$ cat config.mk
export PLATFORM = sky130hd
export DESIGN_NAME = instruction_fetch
export DESIGN_NICKNAME = d
export VERILOG_FILES = /design/src/rtl/fetch_pkg.sv /design/src/rtl/instruction_fetch.sv
export SDC_FILE = /design/constraint.sdc
export NUM_CORES = 1
export LEC_CHECK = 0
export ABC_AREA = 1
export CAP_MARGIN = 20
export CORE_MARGIN = 3
export CORE_UTILIZATION = 25
export CTS_CLUSTER_SIZE = 10
export DETAILED_ROUTE_END_ITERATION = 12
export SLEW_MARGIN = 20
export SYNTH_ARGS = -nofsm -noshare
export SYNTH_HDL_FRONTEND = slang
export SYNTH_SLANG_ARGS = --single-unit
$ cat constraint.sdc
create_clock -name clk -period 3.5 [get_ports clk]
set_clock_uncertainty 0.2 [all_clocks]
set_input_delay 0.7 -clock clk [delete_from_list [all_inputs] [get_ports clk]]
set_output_delay 0.7 -clock clk [all_outputs]
set_load 0.01 [all_outputs]
$ cat src/rtl/fetch_pkg.sv
// Shared types for the fetch stage: sequencer states and default widths.
package fetch_pkg;
  typedef enum logic [1:0] {IDLE, RUN, DRAIN, HALTED} fetch_state_t;

  localparam int INSTR_W = 40;
  localparam int PC_W    = 5;
endpackage

$ cat src/rtl/instruction_fetch.sv
// PC sequencer + instruction register between ROM and decoder; instr valid 1 cycle after pc is driven.
// Decoder backpressure (instr_valid && !instr_ready) holds instr, instr_pc and pc.
module instruction_fetch
  import fetch_pkg::*;
#(
  parameter int INSTRUCTION_WIDTH = INSTR_W,
  parameter int PC_WIDTH          = PC_W,
  parameter int LAST_ADDR         = 29,
  parameter bit WRAP_EN           = 1'b1
) (
  input  logic                         clk,
  input  logic                         rst,
  input  logic                         start,
  input  logic                         halt,
  input  logic                         jump,
  input  logic [PC_WIDTH-1:0]          jump_target,
  output logic [PC_WIDTH-1:0]          pc,
  input  logic [INSTRUCTION_WIDTH-1:0] instruction,
  output logic [INSTRUCTION_WIDTH-1:0] instr,
  output logic [PC_WIDTH-1:0]          instr_pc,
  output logic                         instr_valid,
  input  logic                         instr_ready,
  output logic                         done
);

  fetch_state_t        state;
  logic                load;
  logic                capture;
  logic                at_last;
  logic                go;
  logic                drain_done;
  logic                discard;
  logic [PC_WIDTH-1:0] pc_inc;

  assign load       = !instr_valid || instr_ready;
  assign capture    = (state == RUN) && !halt && !jump && load;
  assign at_last    = (pc == PC_WIDTH'(LAST_ADDR));
  assign pc_inc     = at_last ? '0 : pc + 1'b1;
  assign go         = start && !halt && ((state == IDLE) || (state == HALTED));
  assign drain_done = (state == DRAIN) && !halt && instr_valid && instr_ready;
  // halt drops any pending word; jump flushes it so the old path is never presented
  assign discard    = (((state == RUN) || (state == DRAIN)) && halt) ||
                      ((state == RUN) && jump) || drain_done;

  always_ff @(posedge clk or posedge rst) begin
    if (rst) begin
      state <= IDLE;
      pc    <= '0;
      done  <= 1'b0;
    end else begin
      case (state)
        IDLE, HALTED: begin
          if (go) begin
            state <= RUN;
            pc    <= '0;
            done  <= 1'b0;
          end
        end
        RUN: begin
          if (halt) begin
            state <= HALTED;
            done  <= 1'b1;
          end else if (jump) begin
            pc <= jump_target;
          end else if (load) begin
            pc <= pc_inc;
            if (!WRAP_EN && at_last) state <= DRAIN;
          end
        end
        DRAIN: begin
          if (halt || drain_done) begin
            state <= HALTED;
            done  <= 1'b1;
          end
        end
        default: state <= IDLE;
      endcase
    end
  end

  always_ff @(posedge clk or posedge rst) begin
    if (rst) begin
      instr       <= '0;
      instr_pc    <= '0;
      instr_valid <= 1'b0;
    end else if (capture) begin
      instr       <= instruction;
      instr_pc    <= pc;
      instr_valid <= 1'b1;
    end else if (discard) begin
      instr_valid <= 1'b0;
    end
  end

endmodule

Word-level counts from Yosys, hierarchy flattened
Cells that the tools add are included.
{"block": "op_classes", "n_addsub": 1, "n_eq_ne": 9, "reduce_logical": 25, "n_mux": 16}
{"op": "$mux W5", "count": 5}
{"op": "$logic_and A1 B1 Y1", "count": 10}
{"op": "$pmux W5 S2", "count": 1}
{"op": "$logic_or A1 B1 Y1", "count": 6}
{"op": "$mux W2", "count": 3}
{"op": "$ne A2 B2 Y1 const B", "count": 3}
{"op": "$pmux W2 S3", "count": 1}
{"op": "$add A5 B1 Y5 const B", "count": 1}
{"op": "$eq A5 B5 Y1 const B", "count": 1}
{"op": "$mux W1", "count": 5}
{"op": "$eq A2 B2 Y1 const B", "count": 2}
{"op": "$reduce_and A4 Y1", "count": 1}
{"op": "$reduce_bool A2 Y1", "count": 2}
{"op": "$logic_not A1 Y1", "count": 3}
{"op": "$ne A3 B3 Y1 const B", "count": 1}
{"op": "$pmux W1 S3", "count": 1}
{"op": "$reduce_and A3 Y1", "count": 1}
{"op": "$eq A2 B1 Y1 const B", "count": 1}
{"op": "$logic_not A2 Y1", "count": 1}
{"op": "$ne A2 B1 Y1 const B", "count": 1}
{"op": "$reduce_or A2 Y1", "count": 1}
{"block": "totals", "in_bits": 51, "out_inout_bits": 52, "reg_bits": 54}

Logic depth before layout (Yosys ltp)
{"block": "logic_depth", "ltp_word": 7, "depth_mapped": 9}

Least setup slack after synthesis
No wires, ideal clock.
{"block": "synth_path", "path_kind": "register -> register", "from": "register done (netlist name)", "to": "register instr_pc[4]", "arrival_ns": 1.310, "setup_slack_ns": 1.873, "required_ns": 3.182, "synth_period_minus_slack_ns": 1.627, "stages_incl_launch_ff": 10, "setup_time_ns": 0.118, "cell_sequence": "dfrtp_1 -> inv_1 -> ha_1 -> buf_6 -> inv_4 -> nor2_8 -> nand3_4 -> buf_6 -> nand2_2 -> o21ai_2"}
{"item": "to (signal assigned)", "line_no": "instruction_fetch.sv:88", "source": "instr_pc <= pc;"}
{"item": "to (decl)", "line_no": "instruction_fetch.sv:20", "source": "output logic [PC_WIDTH-1:0] instr_pc,"}

Worst setup path in the final report
{"block": "layout_path", "from": "input halt", "to": "register instr[11]"}
{"block": "layout_via", "elab_chain_cells": 4}
{"item": "from (decl)", "line_no": "instruction_fetch.sv:14", "source": "input logic halt,"}
{"item": "$logic_not A1 Y1", "line_no": "instruction_fetch.sv:36", "source": "assign capture = (state == RUN) && !halt && !jump && load;"}
{"item": "$logic_and A1 B1 Y1 (3 in a row)", "line_no": "instruction_fetch.sv:36"}
{"item": "to (signal assigned)", "line_no": "instruction_fetch.sv:87", "source": "instr <= instruction;"}
{"item": "to (decl)", "line_no": "instruction_fetch.sv:19", "source": "output logic [INSTRUCTION_WIDTH-1:0] instr,"}
No other way between the ends.
A chain may end at the register's enable or synchronous reset.

==> results.py <==
metrics = {
    "status": {
        "status": "completed",
    },
    "global_routing": {
        "grt_max_degree": 38,
        "antenna_found_initial": 0,
        "grt_pass1_vias": 2003,
        "grt_pass1_wl_mm": 9.604,
        "gr-total-overflow": 0,
        "grt_usage_pct": 10.20,
    },
    "detailed_routing": {
        "ant_nets": 0,
        "drt_first_iter_violations": 100,
        "drt_wl_total_mm": 5.901,
        "post_drt_wl_per_cell_um": 11.28,
        "firstDrtPassIters": 4,
        "via_per_inst": 4.011,
        "vias": 2098,
        "drc_errors": 0,
    },
    "cells_and_area": {
        "layout_commonest_cell": "clkdlybuf4s50_1",
        "nets": 444,
        "multi_input_comb_area_sq_um": 959.7,
        "antenna_cells": 0,
        "final_layout_size_suffix_gt1_share_pct": 18.21,
        "design_area_sq_um": 3835,
        "layout_common_cells": "102 x clkdlybuf4s50_1, 86 x nand2_1, 55 x inv_1",
        "seq_area_sq_um": 1326,
        "fillers": 1062,
        "area_delta_synth_final_pct": 45.74,
        "layout.cells.non_filler": 523,
    },
    "synth": {
        "ys_async_sr_fraction_pct": 100.0,
        "synth_top_family_by_area": "simple AND/OR/NAND/NOR gates",
        "syn_inst": 286,
        "synth-edff-count": 0,
        "synth_mux_area_share_pct": 0,
        "synth-compound-area-share_pct": 15.98,
        "yosysWarnings": 0,
        "synth_flop_cell": "dfrtp_1",
        "yosysUniqueCellTypes": 21,
        "mappedNetlistArea_sq_um": 2631,
        "yosysSeqAreaShare_pct": 50.40,
        "yosys.area_share.adder_pct": 1.902,
        "synth_xor_area_share_pct": 0.3329,
        "synthSimpleGateAreaFrac_pct": 18.26,
        "synth_fp_nets": 341,
        "syn_area_per_cell_sq_um": 9.200,
        "synth-seq-cells": 53,
    },
    "die": {
        "die_h_um": 108.6,
        "dieArea_sq_um": 11790,
        "start_util_pct": 26.31,
        "core_area_sq_um": 10000,
        "die_width_um": 108.6,
        "row_count": 36,
        "io_pins": 103,
    },
    "sta": {
        "setup_viol_count_final": 0,
        "rsz0062_at_grt": "no",
        "fin_crit_ps": 2363,
        "clock.fmax_mhz": 423.2,
        "tns_ps": 0,
        "hold_viol": 0,
        "setup_slack_ps": 1137,
        "worst_pin_slew_ps": 615.7,
        "final-max-slew-violation-count": 0,
        "slew_headroom_pct": 58.90,
        "fin_crit_sh_pct": 67.51,
    },
    "worst_setup_path": {
        "cp.required_ps": 3480,
        "cp_num_buf_inv": 2,
        "cp-end-kind": "flop",
        "crit_start": "halt",
        "cp-start-kind": "primary input",
        "cp_cell_sequence": "clkdlybuf4s50_1 -> nor2_8 -> nand3_4 -> buf_4 -> nand2_1 -> o21ai_2",
        "r2r-end": "instr[11]",
        "slowest_stage": "clkdlybuf4s50_1",
        "worstSetupPathType": "primary input to flop",
        "worst-r2r-cell-count": 8,
        "rr_startpoint": "done",
        "critPathMaxStageDelay_ps": 570,
        "reg2reg_slack_ps": 1270,
        "path_delay_family": "buffers and inverters",
        "arrival_ps": 2340,
        "worst-path-max-fanout": 34,
        "crit_path_end": "instr[11]",
        "path_depth": 6,
    },
    "clocking": {
        "postCtsSetupBuffers": 0,
        "cts_tree": "built",
        "cts_hold_buf": 0,
        "cts_buffers": 5,
        "clk_latency_ps": 300,
        "cts_root_buffer": "clkbuf_8",
        "htree_num_levels": 2,
        "cts_num_sinks": 53,
        "cts.clk_slew.worst_paths_ps": 90,
        "post_cts_resized": 0,
        "clk_path_buf_depth": 2,
    },
    "power_and_ir_drop": {
        "powerDensity_nw_per_um2": 760.3,
        "power.leakage_uw": 0.001875,
        "vdd_ir_drop_max_uv": 218.5,
    },
    "flow_run": {
        "drv_cap": 0,
    },
    "placement": {
        "dp_slack_ps": 807.4,
        "placement.io_buffers": 102,
        "hpwl_mm": 4.511,
        "place_inst": 515,
        "gp_congestion": 0.8215,
        "placed_cell_area_sq_um": 3751,
    },
    "hold_path": {
        "hold_path_class": "flop to flop",
    },
}
## area by class of cell
| type | count | share of cell area (%) |
|---|---|---|
| clock buffer | 7 | 1.990 |
| multi-input combinational | 162 | 25.02 |
| clock inverter | 1 | 0.1958 |
| inverter | 60 | 5.938 |
| sequential | 53 | 34.58 |
| tap | 133 | 4.339 |
| timing repair buffer | 107 | 27.93 |
## layer usage
metal  global-route usage (%)  share of wire [%]  vias to the layer above  wire [um]
li1                         -                  -                     1072          -
met1                    13.37                 45                      957       2635
met2                    16.37                 46                       64       2733
met3                    3.164                8.1                        5        478
met4                    2.615               0.90                        0         53
met5                        0                  0                        -          0
## metrics by stage
step	util (%)	hold slack (ps)	power, uW
floorplan	-	254.7	1867
global placement	37.51	265.8	2587
detailed placement	37.51	270.8	2617
CTS	38.35	294.9	2967
global route	38.35	304.5	3146
finish	38.35	290.0	2916
## state kept, by name, summed over array words and instances, names as in the netlist
name / count
pc: 5
done: 1
state: 1
instr_pc: 5
instr: 40
instr_valid: 1
## worst min path at each step
stage              start         to  slack, ps  depth (start not counted)
6_report        instr[4]   instr[4]        290                          2
2_1_floorplan   state[0]   state[0]        250                          2
3_3_place_gp   instr[37]  instr[37]        270                          2
4_1_cts         instr[9]   instr[9]        290                          2
3_5_place_dp    instr[9]   instr[9]        270                          2
5_1_grt        instr[23]  instr[23]        300                          2
## cells by family (layout without fill, tap and decap cells)
group / Yosys count / in the layout
buf+inv: 71 / 175
simple gates: 108 / 108
xor+xnor: 1 / 1
fa+ha+maj: 4 / 4
compound gates: 49 / 49
flops: 53 / 53
## power by group
part | switching [uW] | total, uW | internal (uW)
registers | 210 | 1110 | 902
clock network | 193 | 335 | 142
logic | 664 | 1470 | 805
## cells in the mapped netlist (all sizes together), types with 4 or more instances
cell type	instances	area [sq um]
nand2	91	354.1
inv	60	227.7
dfrtp	53	1326
o21ai	47	407.9
buf	11	117.6
nand3	6	52.55
nand4	6	37.54
ha	4	50.05
nor2	4	31.28
## tightest hold or removal path, stage by stage, from the launching register on
cell and delay (ps):
dfrtp_1 350, nand2_1 60, o21ai_2 50
Note: power is estimated with default switching activity, not from simulation.
